**config.mk**
```make
export PLATFORM = sky130hd
export DESIGN_NAME = mem_dmem_ctrl
export DESIGN_NICKNAME = d
export VERILOG_FILES = /design/src/rtl/mem_dmem_ctrl.sv
export SDC_FILE = /design/constraint.sdc
export NUM_CORES = 1
export LEC_CHECK = 0
export CAP_MARGIN = 20
export CORE_MARGIN = 2
export CORE_UTILIZATION = 39
export CTS_CLUSTER_DIAMETER = 50
export DETAILED_ROUTE_END_ITERATION = 16
export GPL_TIMING_DRIVEN = 0
export PLACE_DENSITY = 0.78
export SLEW_MARGIN = 20
export SYNTH_ARGS = -nofsm -noshare
export SYNTH_HDL_FRONTEND = slang
export SYNTH_SLANG_ARGS = --single-unit
```
**constraint.sdc**
```tcl
create_clock -name Clk -period 2.2 [get_ports Clk]
set_clock_uncertainty 0.2 [all_clocks]
set_input_delay 0.33 -clock Clk [delete_from_list [all_inputs] [get_ports Clk]]
set_output_delay 0.33 -clock Clk [all_outputs]
set_load 0.005 [all_outputs]
```
**src/rtl/mem_dmem_ctrl.sv**
```systemverilog
// rtl/mem_dmem_ctrl.sv - MEM-stage data-memory controller on a req/ack 32-bit bus
module mem_dmem_ctrl #(
    parameter int ACK_TIMEOUT = 16
) (
    input  logic        Clk,
    input  logic        Rst_n,
    input  logic        MemRead,
    input  logic        MemWrite,
    input  logic        MemWrite64,
    input  logic [31:0] Adrs_MEM,
    input  logic [31:0] Rt_data_MEM,
    input  logic [63:0] Rt_data64_MEM,
    output logic        Stall_MEM,
    output logic [31:0] Read_data_MEM,
    output logic        Addr_err,
    output logic        Bus_err,
    output logic        dmem_req,
    output logic        dmem_we,
    output logic [31:0] dmem_addr,
    output logic [31:0] dmem_wdata,
    input  logic [31:0] dmem_rdata,
    input  logic        dmem_ack
);

    typedef enum logic [2:0] {
        IDLE  = 3'd0,
        RD    = 3'd1,
        WR    = 3'd2,
        WR_LO = 3'd3,
        WR_HI = 3'd4
    } state_t;

    localparam logic [7:0] CNT_MAX = 8'(ACK_TIMEOUT - 1);

    state_t      state_q, state_d;
    logic [7:0]  cnt_q, cnt_d;
    logic        req_q, req_d;
    logic        we_q, we_d;
    logic [31:0] addr_q, addr_d;
    logic [31:0] wdata_q, wdata_d;
    logic [31:0] hold_q, hold_d;

    logic        cmd_rd, cmd_wr, cmd_wr64, cmd_any, aligned;
    logic        stall_c, addr_err_c, bus_err_c, timeout;
    logic [31:0] rdata_c;

    // MemWrite64 wins over MemWrite, which wins over MemRead
    assign cmd_wr64 = MemWrite64;
    assign cmd_wr   = !MemWrite64 && MemWrite;
    assign cmd_rd   = !MemWrite64 && !MemWrite && MemRead;
    assign cmd_any  = cmd_wr64 || cmd_wr || cmd_rd;
    assign aligned  = cmd_wr64 ? (Adrs_MEM[2:0] == 3'b000) : (Adrs_MEM[1:0] == 2'b00);
    assign timeout  = !dmem_ack && (cnt_q == CNT_MAX);

    always_comb begin
        state_d    = state_q;
        cnt_d      = cnt_q;
        req_d      = req_q;
        we_d       = we_q;
        addr_d     = addr_q;
        wdata_d    = wdata_q;
        hold_d     = hold_q;
        stall_c    = 1'b0;
        addr_err_c = 1'b0;
        bus_err_c  = 1'b0;
        rdata_c    = hold_q;

        case (state_q)
            IDLE: begin
                if (cmd_any && !aligned) begin
                    addr_err_c = 1'b1;
                end else if (cmd_any) begin
                    stall_c = 1'b1;
                    req_d   = 1'b1;
                    we_d    = !cmd_rd;
                    addr_d  = Adrs_MEM;
                    cnt_d   = 8'd0;
                    if (cmd_wr64) begin
                        wdata_d = Rt_data64_MEM[31:0];
                        state_d = WR_LO;
                    end else if (cmd_wr) begin
                        wdata_d = Rt_data_MEM;
                        state_d = WR;
                    end else begin
                        state_d = RD;
                    end
                end
            end
            RD, WR, WR_HI: begin
                if (dmem_ack) begin
                    req_d   = 1'b0;
                    state_d = IDLE;
                    if (state_q == RD) begin
                        hold_d  = dmem_rdata;
                        rdata_c = dmem_rdata;
                    end
                end else if (timeout) begin
                    bus_err_c = 1'b1;
                    req_d     = 1'b0;
                    state_d   = IDLE;
                    if (state_q == RD) begin
                        hold_d = 32'd0;
                    end
                end else begin
                    stall_c = 1'b1;
                    cnt_d   = cnt_q + 8'd1;
                end
            end
            WR_LO: begin
                stall_c = !timeout;
                if (dmem_ack) begin
                    // second beat starts back-to-back with a fresh timeout window
                    addr_d  = addr_q + 32'd4;
                    wdata_d = Rt_data64_MEM[63:32];
                    cnt_d   = 8'd0;
                    state_d = WR_HI;
                end else if (timeout) begin
                    bus_err_c = 1'b1;
                    req_d     = 1'b0;
                    state_d   = IDLE;
                end else begin
                    cnt_d = cnt_q + 8'd1;
                end
            end
            default: begin
                req_d   = 1'b0;
                state_d = IDLE;
            end
        endcase
    end

    always_ff @(posedge Clk or negedge Rst_n) begin
        if (!Rst_n) begin
            state_q <= IDLE;
            cnt_q   <= 8'd0;
            req_q   <= 1'b0;
            we_q    <= 1'b0;
            addr_q  <= 32'd0;
            wdata_q <= 32'd0;
            hold_q  <= 32'd0;
        end else begin
            state_q <= state_d;
            cnt_q   <= cnt_d;
            req_q   <= req_d;
            we_q    <= we_d;
            addr_q  <= addr_d;
            wdata_q <= wdata_d;
            hold_q  <= hold_d;
        end
    end

    // combinational outputs are forced quiet while reset is held
    assign Stall_MEM     = stall_c && Rst_n;
    assign Addr_err      = addr_err_c && Rst_n;
    assign Bus_err       = bus_err_c && Rst_n;
    assign Read_data_MEM = Rst_n ? rdata_c : 32'd0;
    assign dmem_req      = req_q;
    assign dmem_we       = we_q;
    assign dmem_addr     = addr_q;
    assign dmem_wdata    = wdata_q;

endmodule
```
==> out/metrics.csv <==
metric;value;unit
data arrival time of the critical path;2.02;ns
slew margin rel.;49.3;%
Worst-path clk slew;0.07;ns
Final Hold Vio Count;96;
Tot GR Track Use;26.5;%
fin crit period;2.55;ns
DP HPWL;15900;microns
crit path from;state_q[1];
final worst slack;-0.346;ns
final non-filler cell total;1364;
compound-gate portion of the synthesized area;22.1;%
Die ar.;17000;sq um
fillers;1236;
Hold Path Class;in2async;
most common cell after layout, fill and taps aside;clkdlybuf4s50_1;
placed cells;1249;
Wirelength per Cell;18.2;microns
Post-Route Utilization;69.7;%
initial antenna violation count;0;
CTS sink cnt;109;
root buffer cell;clkbuf_16;
Worst path slowest cell;dfrtp_1;
Startpoint Class;register;
max frequency;393;MHz
RSZ-0062 raised after global routing;true;
Leakage;5.08;nW
Power Dens Cells;828;nW/um^2
Worst path max stage delay;0.41;ns
global route total overflow;0;
# diodes;0;
Critical Path RT;1.67;ns
Slew @ Worst Pin;0.761;ns
Clk Latency, worst-skew pair;0.37;ns
Post-Synthesis Net Count;935;
R2R cell count;9;
Final Cell Area;11000;sq um
Setup crit end kind;primary output;
clk buf depth;2;
CP Class;reg2out;
Synth Warn #;0;
initial core utilization;39.6;%
NumNets Final;1311;
Post-Synth Adder-Cell Area;0.401;%
layout cell share with drive strength beyond 1;27.7;%
total routed wirelength;24800;microns
first-pass GRT wire length;35300;microns
commonest cells after routing, fill and taps aside;225 x clkdlybuf4s50_1, 150 x nand2_1, 96 x buf_4, 96 x dfrtp_1, 75 x a21oi_1;
DIE HEIGHT;131;microns
worst hold slack;-0.359;ns
post-synth cell types;66;
setup TNS;-7.63;ns
Synth Area in XOR/XNOR;0.281;%
Synth Flop Type;dfrtp_1;
starting DRC count in detailed routing;594;
CP max FO;5;
drt first pass iters;7;
failing checks;negative hold slack, negative setup slack;
largest family of logic cells by synthesized area;simple AND/OR/NAND/NOR gates;
number of global-route vias before repair;6837;
final setup vio count;37;
Synth Instances;767;
Die W;131;microns
final worst-path cycle share;116;%
simple-gate portion of the synthesized area;24.2;%
Site Rows;46;
DRC;0;
outcome;finished with violations;
MaxCap Viol Count;0;
antenna-violating nets left;0;
largest net degree at the start of global routing;68;
R2R setup slack;-0.21;ns
Core ar.;15800;sq um
most frequent CP cell;buf_6;
CTS HTree Levels;3;
post-synthesis mux area share;5.29;%
Area Growth Syn to Fin;76.2;%
fraction of registers with async set or reset after synthesis;100;%
mapped cell area;6240;sq um
Avg Synthesized Cell Area;8.14;sq um
EDFF count, synth;0;
IO Count;267;
CTS tree;done;
total CTS buffers;9;
DR vias/cell;5.49;
Seq cells post-synth;109;
Peak VDD IR;0.000511;V
Seq/Total Area, Yosys;43.7;%
Placed Area;9200;sq um
gp weighted congestion;0.913;
r2r endpoint;cnt_q[7];
Slew Limit Fails;0;
R2R Path Start;state_q[1];
Via Count;7491;
IO Port Bufs;265;
CP Cell Sequence;buf_6 -> nor3b_4 -> and2_4 -> buf_6 -> buf_12 -> nand2_4 -> a21boi_1 -> buf_2;
[area by class of cell]
type                    count  area [sq um]  share of cell area (%)
multi-input cells         600          3850                    35.0
repair buffers            369          3400                    30.9
flip-flops and latches    109          2740                    24.9
plain buffers              51           399                    3.63
well taps                 216           270                    2.46
clock buffers              11           243                    2.21
clock inverters             5          83.8                   0.762
inverters                   3          11.3                   0.102
[worst max-delay path: cells and delay by family (launching register included)]
kind,cells,cell delay [ns]
buf+inv,4,0.55
simple gates,3,0.46
flops,1,0.41
compound gates,1,0.21
[through the flow]
stage	setup WS [ns]	total power [mW]
6_report	-0.346	9.10
5_1_grt	-0.422	9.63
4_1_cts	-0.218	8.53
3_5_place_dp	-1.42	6.56
3_3_place_gp	-4.33	6.47
2_1_floorplan	0.00463	4.56
[how the worst max path moves through the flow]
stage	end	slack [ns]	cells past startpoint
after floorplan	dmem_addr[26]	0.005	7
after global placement	Addr_err	-4.33	5
after detailed placement	Stall_MEM	-1.42	8
after CTS	Read_data_MEM[22]	-0.22	8
after global routing	Read_data_MEM[4]	-0.42	8
final	Read_data_MEM[4]	-0.35	8
[Yosys cell counts, drive strengths merged (4+ instances only)]
master / n / area share (%)
a21boi: 32 / 3.8
a21oi: 77 / 6.2
a31oi: 7 / 0.94
and2: 7 / 0.70
and3: 10 / 1.0
buf: 16 / 1.5
clkbuf: 39 / 2.3
dfrtp: 109 / 44
mux2i: 33 / 5.3
nand2: 189 / 11
nand3: 20 / 1.8
nand4: 10 / 1.0
nor2: 66 / 4.0
nor3: 10 / 0.88
nor4: 6 / 0.70
o21ai: 59 / 4.7
o22a: 6 / 0.84
o22ai: 6 / 0.70
o31ai: 4 / 0.48
or2: 4 / 0.44
or3: 5 / 0.58
[report_power, final]
part           switching, mW  internal, mW  leakage, nW
registers              0.613          2.75         1.33
clock network          0.801          1.03        0.152
logic                   1.71          2.20         3.60
total                   3.12          5.98         5.08
[cells by family after synthesis]
| family | count (synthesis) |
|---|---|
| DFF | 109 |
| AOI/OAI and AO/OA | 222 |
| xor gates and xnor gates | 2 |
| and+or+nand+nor | 341 |
| buffers and inverters | 58 |
| muxes | 33 |
| adders and majority gates | 2 |
[flip-flops by register name, summed over array words and instances (netlist names)]
name	flops
dmem_req	1
dmem_we	1
hold_q	32
dmem_addr	32
state_q	3
dmem_wdata	32
cnt_q	8
[repair_timing]
item | in CTS | in global routing
setup buffers | 47 | 53
gates resized for setup | 293 | 158
hold endpoints to repair | 65 | 65
endpoints found under the setup margin | 132 | 128
gates cloned | 3 | 2
pin swaps | 54 | 69
[routing by layer]
layer / vias up / part of all wire, % / GRT usage (%)
li1: 3465 / - / -
met3: 68 / 8.4 / 6.68
met5: - / 0 / 0
met4: 0 / 2.9 / 8.45
met1: 3549 / 38 / 33.4
met2: 409 / 50 / 44.9
Power figures use the tool's default switching activity.
